### src/rtl/neuron_mac.sv
// neuron_mac: 4-stage MAC for one fully-connected neuron, driving its weight-memory read port.
// Define NEURON_SAT_EN for saturating accumulate and bias adds; otherwise both wrap.
module neuron_mac #(
  parameter int numWeight = 784,
  parameter int addressWidth = 10,
  parameter int dataWidth = 16
) (
  input  logic                     clk,
  input  logic                     rst,
  input  logic [dataWidth-1:0]     in_data,
  input  logic                     in_valid,
  input  logic [2*dataWidth-1:0]   bias,
  output logic                     ren,
  output logic [addressWidth-1:0]  radd,
  input  logic [dataWidth-1:0]     wout,
  output logic [2*dataWidth-1:0]   sum,
  output logic                     sum_valid,
  output logic                     busy
);
  localparam int SW = 2*dataWidth;
  localparam logic [addressWidth-1:0] LAST = addressWidth'(numWeight-1);
  logic [addressWidth-1:0] cnt;
  logic v1, f1, l1, v2, f2, l2, v3, l3;
  logic signed [dataWidth-1:0] in_d;
  logic signed [SW-1:0] mul, acc;
  function automatic logic signed [SW-1:0] add(input logic signed [SW-1:0] a, input logic signed [SW-1:0] b);
`ifdef NEURON_SAT_EN
    logic signed [SW:0] s;
    s = {a[SW-1], a} + {b[SW-1], b};
    return s[SW] != s[SW-1] ? {s[SW], {(SW-1){~s[SW]}}} : s[SW-1:0];
`else
    return a + b;
`endif
  endfunction
  assign ren = in_valid;
  assign radd = cnt;
  assign busy = (cnt != '0) | v1 | v2 | v3;
  always_ff @(posedge clk or posedge rst) begin
    if (rst) begin
      cnt <= '0;
      {v1, f1, l1, v2, f2, l2, v3, l3} <= '0;
      in_d <= '0;
      mul <= '0;
      acc <= '0;
      sum <= '0;
      sum_valid <= 1'b0;
    end else begin
      if (in_valid) cnt <= cnt == LAST ? '0 : cnt + 1'b1;
      v1 <= in_valid;
      f1 <= cnt == '0;
      l1 <= cnt == LAST;
      if (in_valid) in_d <= $signed(in_data);
      v2 <= v1;
      f2 <= f1;
      l2 <= l1;
      if (v1) mul <= in_d * $signed(wout);
      v3 <= v2;
      l3 <= v2 & l2;
      if (v2) acc <= f2 ? mul : add(acc, mul);
      sum_valid <= v3 & l3;
      if (v3 & l3) sum <= add(acc, $signed(bias));
    end
  end
endmodule

### config.mk
export PLATFORM = sky130hd
export DESIGN_NAME = neuron_mac
export DESIGN_NICKNAME = d
export VERILOG_FILES = /design/src/rtl/neuron_mac.sv
export SDC_FILE = /design/constraint.sdc
export NUM_CORES = 1
export LEC_CHECK = 0
export BUFFER_PORTS_ARGS = -buffer_cell sky130_fd_sc_hd__buf_4
export CORE_UTILIZATION = 45
export DETAILED_ROUTE_END_ITERATION = 10
export MAX_ROUTING_LAYER = met4
export PLACE_DENSITY = 0.68
export REMOVE_ABC_BUFFERS = 1
export SLEW_MARGIN = 40
export SYNTH_ARGS = -nofsm -noshare
export SYNTH_HDL_FRONTEND = slang
export SYNTH_SLANG_ARGS = --single-unit
### constraint.sdc
create_clock -name clk -period 7 [get_ports clk]
set_input_delay 0.35 -clock clk [delete_from_list [all_inputs] [get_ports clk]]
set_output_delay 0.35 -clock clk [all_outputs]
set_load 0.05 [all_outputs]
==> out/qor.csv, run 1 <==
metric,value,unit
num-nets-final,2463,
clkLatencyLatePin,0.44,ns
cts_buffer_depth,2,
nFillCells,3512,
setup-violations-final,0,
globalRouteTotalUtil,23.49,%
synth_cell_type_count,70,
port_buffers,111,
synthArstFlopShare,100.0,%
grt_pass1_vias,14260,
syn-cell-area,0.01781,mm²
slew_violations,0,
post_cts.repair.setup_buffers,0,
antenna_cells,0,
clock.fmax,154.3,MHz
cts_hold_buffers,0,
cpMaxStageDelayCell,dfrtp_1,
grt_max_degree,74,
cts_resized,0,
rr_endpoint,mul[27],
startpoint_type,register,
die_area,0.04037,mm²
area_growth,11.26,%
slew_headroom,52.38,%
route.detailed.drc,0,
worstSetupPathType,register to register,
grt_antenna_before_repair,0,
drive_above_1_share,11.36,%
r2r_cells,20,
min_path_type,primary input to async pin,
cp_cell_sequence,nand2_1 -> fa_1 -> fa_1 -> inv_1 -> fa_1 -> inv_1 -> fa_1 -> fa_1 -> fa_1 -> inv_1 -> ha_1 -> a21o_1 -> a21o_1 -> a221oi_2 -> o21ai_2 -> a2111oi_2 -> o21bai_2 -> a21o_1 -> xor2_1 -> mux2_2,
cp_data_required_time,7.32,ns
finalWirelength,43170,µm
hpwl,34740,µm
grt_pass1_wl,72940,µm
core_area,0.03883,mm²
cts_tree,done,
yosys_most_used_dff,dfrtp_1,
syn_avg_cell_area,9.348,µm²
htreeDepth,4,
drt_pass1_iterations,6,
yosysSeqAreaShare,18.41,%
fin_skew,0.01524,ns
ios,112,
rr_startpoint,in_d[6],
routed-via-count,13400,
status,finished clean,
grt_overflow_total,0,
hold_violations,0,
fp.dieH,200.9,µm
rsz0062_at_grt,false,
wl_per_cell,17.15,µm
gp_congestion,0.9156,
maxCapViolCount,0,
r2r_slack,0.52,ns
yosys_warnings,0,
finalCriticalPeriod,6.481,ns
cp-end-kind,register,
post-route-period-util,92.58,%
crit_top_cell,fa_1,
row_count,72,
initial_core_util,45.87,%
cp_max_fo,11,
ys_ff_latch,131,
root_buffer,clkbuf_16,
synth_cells,1905,
final_antenna_net_count,0,
finalSetupTns,0,ns
worstMarginPinSlew,0.7144,ns
cts_buffers,17,
worst_path_largest_cell_delay,0.66,ns
die_w,200.9,µm
synth-edff-count,0,
avgViaCountPerCell,5.323,
cts_sinks,131,
arrival,6.80,ns
path_clk_slew,0.06,ns
drt_first_iter_violations,695,
==> final cells by class <==
| type | instances | area (µm²) | share of cell area (%) |
|---|---|---|---|
| clock buffer | 21 | 460.4 | 2.324 |
| clock inverter | 11 | 196.4 | 0.9914 |
| inverter | 315 | 1187 | 5.993 |
| multi-input combinational | 1395 | 13090 | 66.06 |
| sequential | 131 | 3283 | 16.57 |
| tap | 518 | 648.1 | 3.271 |
| timing repair buffer | 126 | 949.7 | 4.793 |
==> state kept, by name (all words and copies together) (netlist names) <==
register / cells
radd: 10
acc: 32
mul: 32
in_d: 16
sum_valid: 1
v2: 1
f2: 1
v3: 1
l1: 1
v1: 1
f1: 1
l3: 1
sum: 32
l2: 1
==> critical path, delay by kind of cell, from the launching register on <==
| family | cells | cell delay, ns |
|---|---|---|
| buf+inv | 3 | 0.15 |
| fa+ha+maj | 7 | 3.26 |
| simple gates | 1 | 0.14 |
| compound gates | 7 | 1.73 |
| flops | 1 | 0.66 |
| mux | 1 | 0.27 |
| xor+xnor | 1 | 0.14 |
==> cells in the mapped netlist (23+ instances only) <==
cell | number | area (µm²)
a21o_1 | 34 | 255.2
inv_1 | 315 | 1182
dfrtp_1 | 131 | 3278
o21ai_0 | 62 | 310.3
ha_1 | 146 | 1827
nand3_1 | 23 | 115.1
nor2_1 | 90 | 337.8
nor3_1 | 26 | 130.1
xnor2_1 | 57 | 499.2
nand2_1 | 196 | 735.7
and2_1 | 126 | 788.3
clkbuf_1 | 52 | 195.2
mux2_2 | 45 | 506.7
fa_1 | 264 | 5285
xor2_1 | 31 | 271.5
a21oi_1 | 113 | 565.5
==> how the worst max path moves through the flow <==
stage                        start      end
after floorplan           in_d[11]  mul[27]
final                      in_d[6]  mul[27]
after global routing       in_d[5]  mul[31]
after global placement     wout[1]  mul[30]
after detailed placement   wout[1]  mul[30]
after CTS                  in_d[5]  mul[27]
==> stage by stage <==
step	utilization [%]	hold WS [ns]	instance area [µm²]	worst slack, ns	std cells
2_1_floorplan	-	0.3312	17550	0.9040	1841
3_3_place_gp	49.32	0.3337	19150	0.6466	2485
3_5_place_dp	49.33	0.3403	19150	0.5730	2485
4_1_cts	51.02	0.05212	19810	0.5392	2517
5_1_grt	51.03	0.07925	19810	0.2091	2517
6_report	51.03	0.03857	19810	0.5194	2517
==> layout by cell type, fill, tap and decap left out, types with 57 or more instances in the layout <==
| cell | netlist | routed |
|---|---|---|
| a21oi_1 | 113 | 113 |
| and2_1 | 126 | 126 |
| buf_4 | 1 | 125 |
| dfrtp_1 | 131 | 129 |
| fa_1 | 264 | 264 |
| ha_1 | 146 | 146 |
| inv_1 | 315 | 314 |
| nand2_1 | 196 | 195 |
| nor2_1 | 90 | 90 |
| o21ai_0 | 62 | 62 |
| xnor2_1 | 57 | 57 |
==> logic make-up after synthesis <==
kind of cell    count (synthesis)  share of synthesized area (%)
compound gates                317                          11.54
xor+xnor                       88                          4.328
fa+ha+maj                     410                          39.94
buf+inv                       379                          8.108
flops                         131                          18.41
mux                            58                          3.576
simple gates                  522                          14.11
==> routing by layer <==
layer	track usage, %	routed length (µm)	share of wire [%]
met5	-	0	0
met4	9.597	1458	3.4
met3	3.620	2085	4.8
met2	39.55	21610	50
met1	28.11	18020	42
Power of run 1 is not shown: default switching activity piles up to over one toggle a cycle in this logic, so the estimate is an artifact.
==> inputs of run 2 (changes only) <==
Clock period 7 ns to 6.2 ns, I/O delays scaled along.
==> run 2 against run 1 <==
Against the previous run: non-clock buffer count rose by 55; critical path type unchanged; sequential share of layout area fell by 0.47 points; via count rose by 1.3%; worst setup slack got worse by 0.36 ns; first-iteration DRC count fell by 20%; cell count rose by 2.2%; clock-buffer cell count fell by 4; critical path depth rose by 5; wire length rose by 0.34%; fmax rose by 7.2%; die area did not move.
==> out/qor.csv, run 2 (synthesis results as in run 1) <==
metric,value,unit,change
worstMarginPinSlew,0.7426,ns,+0.02823 ns
startpoint_type,register,,
fin_skew,0.01830,ns,+0.003061 ns
antenna_cells,0,,unchanged
cp_max_fo,6,,-5
final_common_cell,inv_1,,
worst_path_largest_cell_delay,0.52,ns,-0.14 ns
ios,112,,unchanged
cp_data_required_time,6.52,ns,-0.80 ns
cts_sinks,131,,unchanged
wl_per_cell,16.84,µm,-1.8%
cts_tree,done,,
clock.fmax,165.5,MHz,+7.2%
layout.area.seq,0.003297,mm²,+0.42%
top_regs,"acc x32, mul x32, sum x32",,
rsz0062_at_grt,true,,
route.detailed.drc,0,,unchanged
cpMaxStageDelayCell,fa_1,,
globalRouteTotalUtil,22.99,%,-0.50 points
finalWirelength,43320,µm,+0.34%
post-route-period-util,97.48,%,+4.9 points
finalCriticalPeriod,6.044,ns,-0.4366 ns
slew_headroom,50.49,%,-1.9 points
grt_pass1_vias,14510,,+1.8%
routed-via-count,13580,,+1.3%
final_util,52.74,%,+1.7 points
drive_above_1_share,16.41,%,+5.1 points
num-nets-final,2518,,+2.2%
hold_violations,0,,unchanged
layout_common_cells,"308 x inv_1, 259 x fa_1, 193 x nand2_1",,
slew_violations,0,,unchanged
grt_antenna_before_repair,0,,unchanged
hpwl,34960,µm,+0.62%
final_antenna_net_count,0,,unchanged
area_growth,14.99,%,
crit_top_cell,fa_1,,
placed_area,0.01945,mm²,+1.6%
drt_first_iter_violations,554,,-20%
status,finished clean,,
cts_buffers,17,,unchanged
arrival,6.36,ns,-0.44 ns
port_buffers,111,,unchanged
setup-violations-final,0,,unchanged
drt_pass1_iterations,5,,-1
htreeDepth,4,,unchanged
design_area,0.02048,mm²,+3.3%
die_area,0.04037,mm²,unchanged
row_count,72,,unchanged
cp-end-kind,register,,
maxCapViolCount,0,,unchanged
avgViaCountPerCell,5.279,,-0.84%
multiInputGateArea,0.01337,mm²,+2.1%
gp_congestion,0.9131,,-0.27%
clkLatencyLatePin,0.45,ns,about the same
min_path_type,primary input to register,,
die_w,200.9,µm,unchanged
grt_max_degree,81,,+9.5%
nFillCells,3495,,-0.48%
initial_core_util,45.87,%,unchanged
cts_buffer_depth,2,,unchanged
grt_overflow_total,0,,unchanged
fp.dieH,200.9,µm,unchanged
grt_pass1_wl,72280,µm,-0.90%
core_area,0.03883,mm²,unchanged
worstSetupPathType,register to register,,
path_clk_slew,0.08,ns,+0.02 ns
root_buffer,clkbuf_16,,
-- run 2: worst max-delay path, delay by kind of cell (launching register included) --
kind            cells  cell delay [ns]
fa+ha+maj           7             3.25
buf+inv             8             0.84
compound gates      5             0.63
flops               1             0.43
simple gates        3             0.36
mux                 1             0.26
xor+xnor            1             0.13
-- run 2: final cells by class --
type	instances	area share, %
Clock buffer	17	2.077
Clock inverter	15	0.6966
Inverter	315	5.811
Multi-Input combinational cell	1395	65.28
Sequential cell	131	16.10
Tap cell	518	3.165
Timing Repair Buffer	181	6.874
-- run 2: timing repair --
item                                    CTS  global route
endpoints found under the hold margin     0            31
endpoints found under the setup margin    3            10
resized for setup                         3            73
pin swaps                                 1            45
hold buffers                              0             1
setup buffers                             1            13
-- run 2: metal layers --
layer | vias to the layer above | part of all wire [%] | track usage (%)
met5 | - | 0 | -
met4 | 0 | 2.9 | 7.443
met3 | 80 | 3.3 | 2.776
met2 | 266 | 51 | 40.05
met1 | 6848 | 42 | 27.60
li1 | 6383 | - | -
-- run 2: worst paths after layout --
| check | endpoint | cells after the start | slack [ns] | from |
|---|---|---|---|---|
| max in group asynchronous | v2 | 4 | 4.48 | rst |
| worst max-delay path | mul[30] | 25 | 0.16 | in_d[10] |
| worst min register to register | f2 | 0 | 0.34 | f1 |
| min in group asynchronous | sum[6] | 3 | 0.51 | rst |
| worst max register to register | mul[30] | 25 | 0.16 | in_d[10] |
| worst min-delay path | in_d[13] | 2 | 0.09 | in_data[13] |
-- run 2: per-stage QoR --
| step | TNS (ns) | cells | hold slack (ns) | setup WS [ns] |
|---|---|---|---|---|
| floorplan | 0 | 1841 | 0.3312 | 0.1040 |
| global placement | 0 | 2525 | 0.3342 | 0.07242 |
| detailed placement | -0.03967 | 2525 | 0.3412 | -0.02491 |
| CTS | 0 | 2558 | 0.03668 | 0.002323 |
| global route | -0.1537 | 2572 | 0.09145 | -0.05783 |
| finish | 0 | 2572 | 0.08897 | 0.1560 |
Power of run 2 is left out for the same reason.
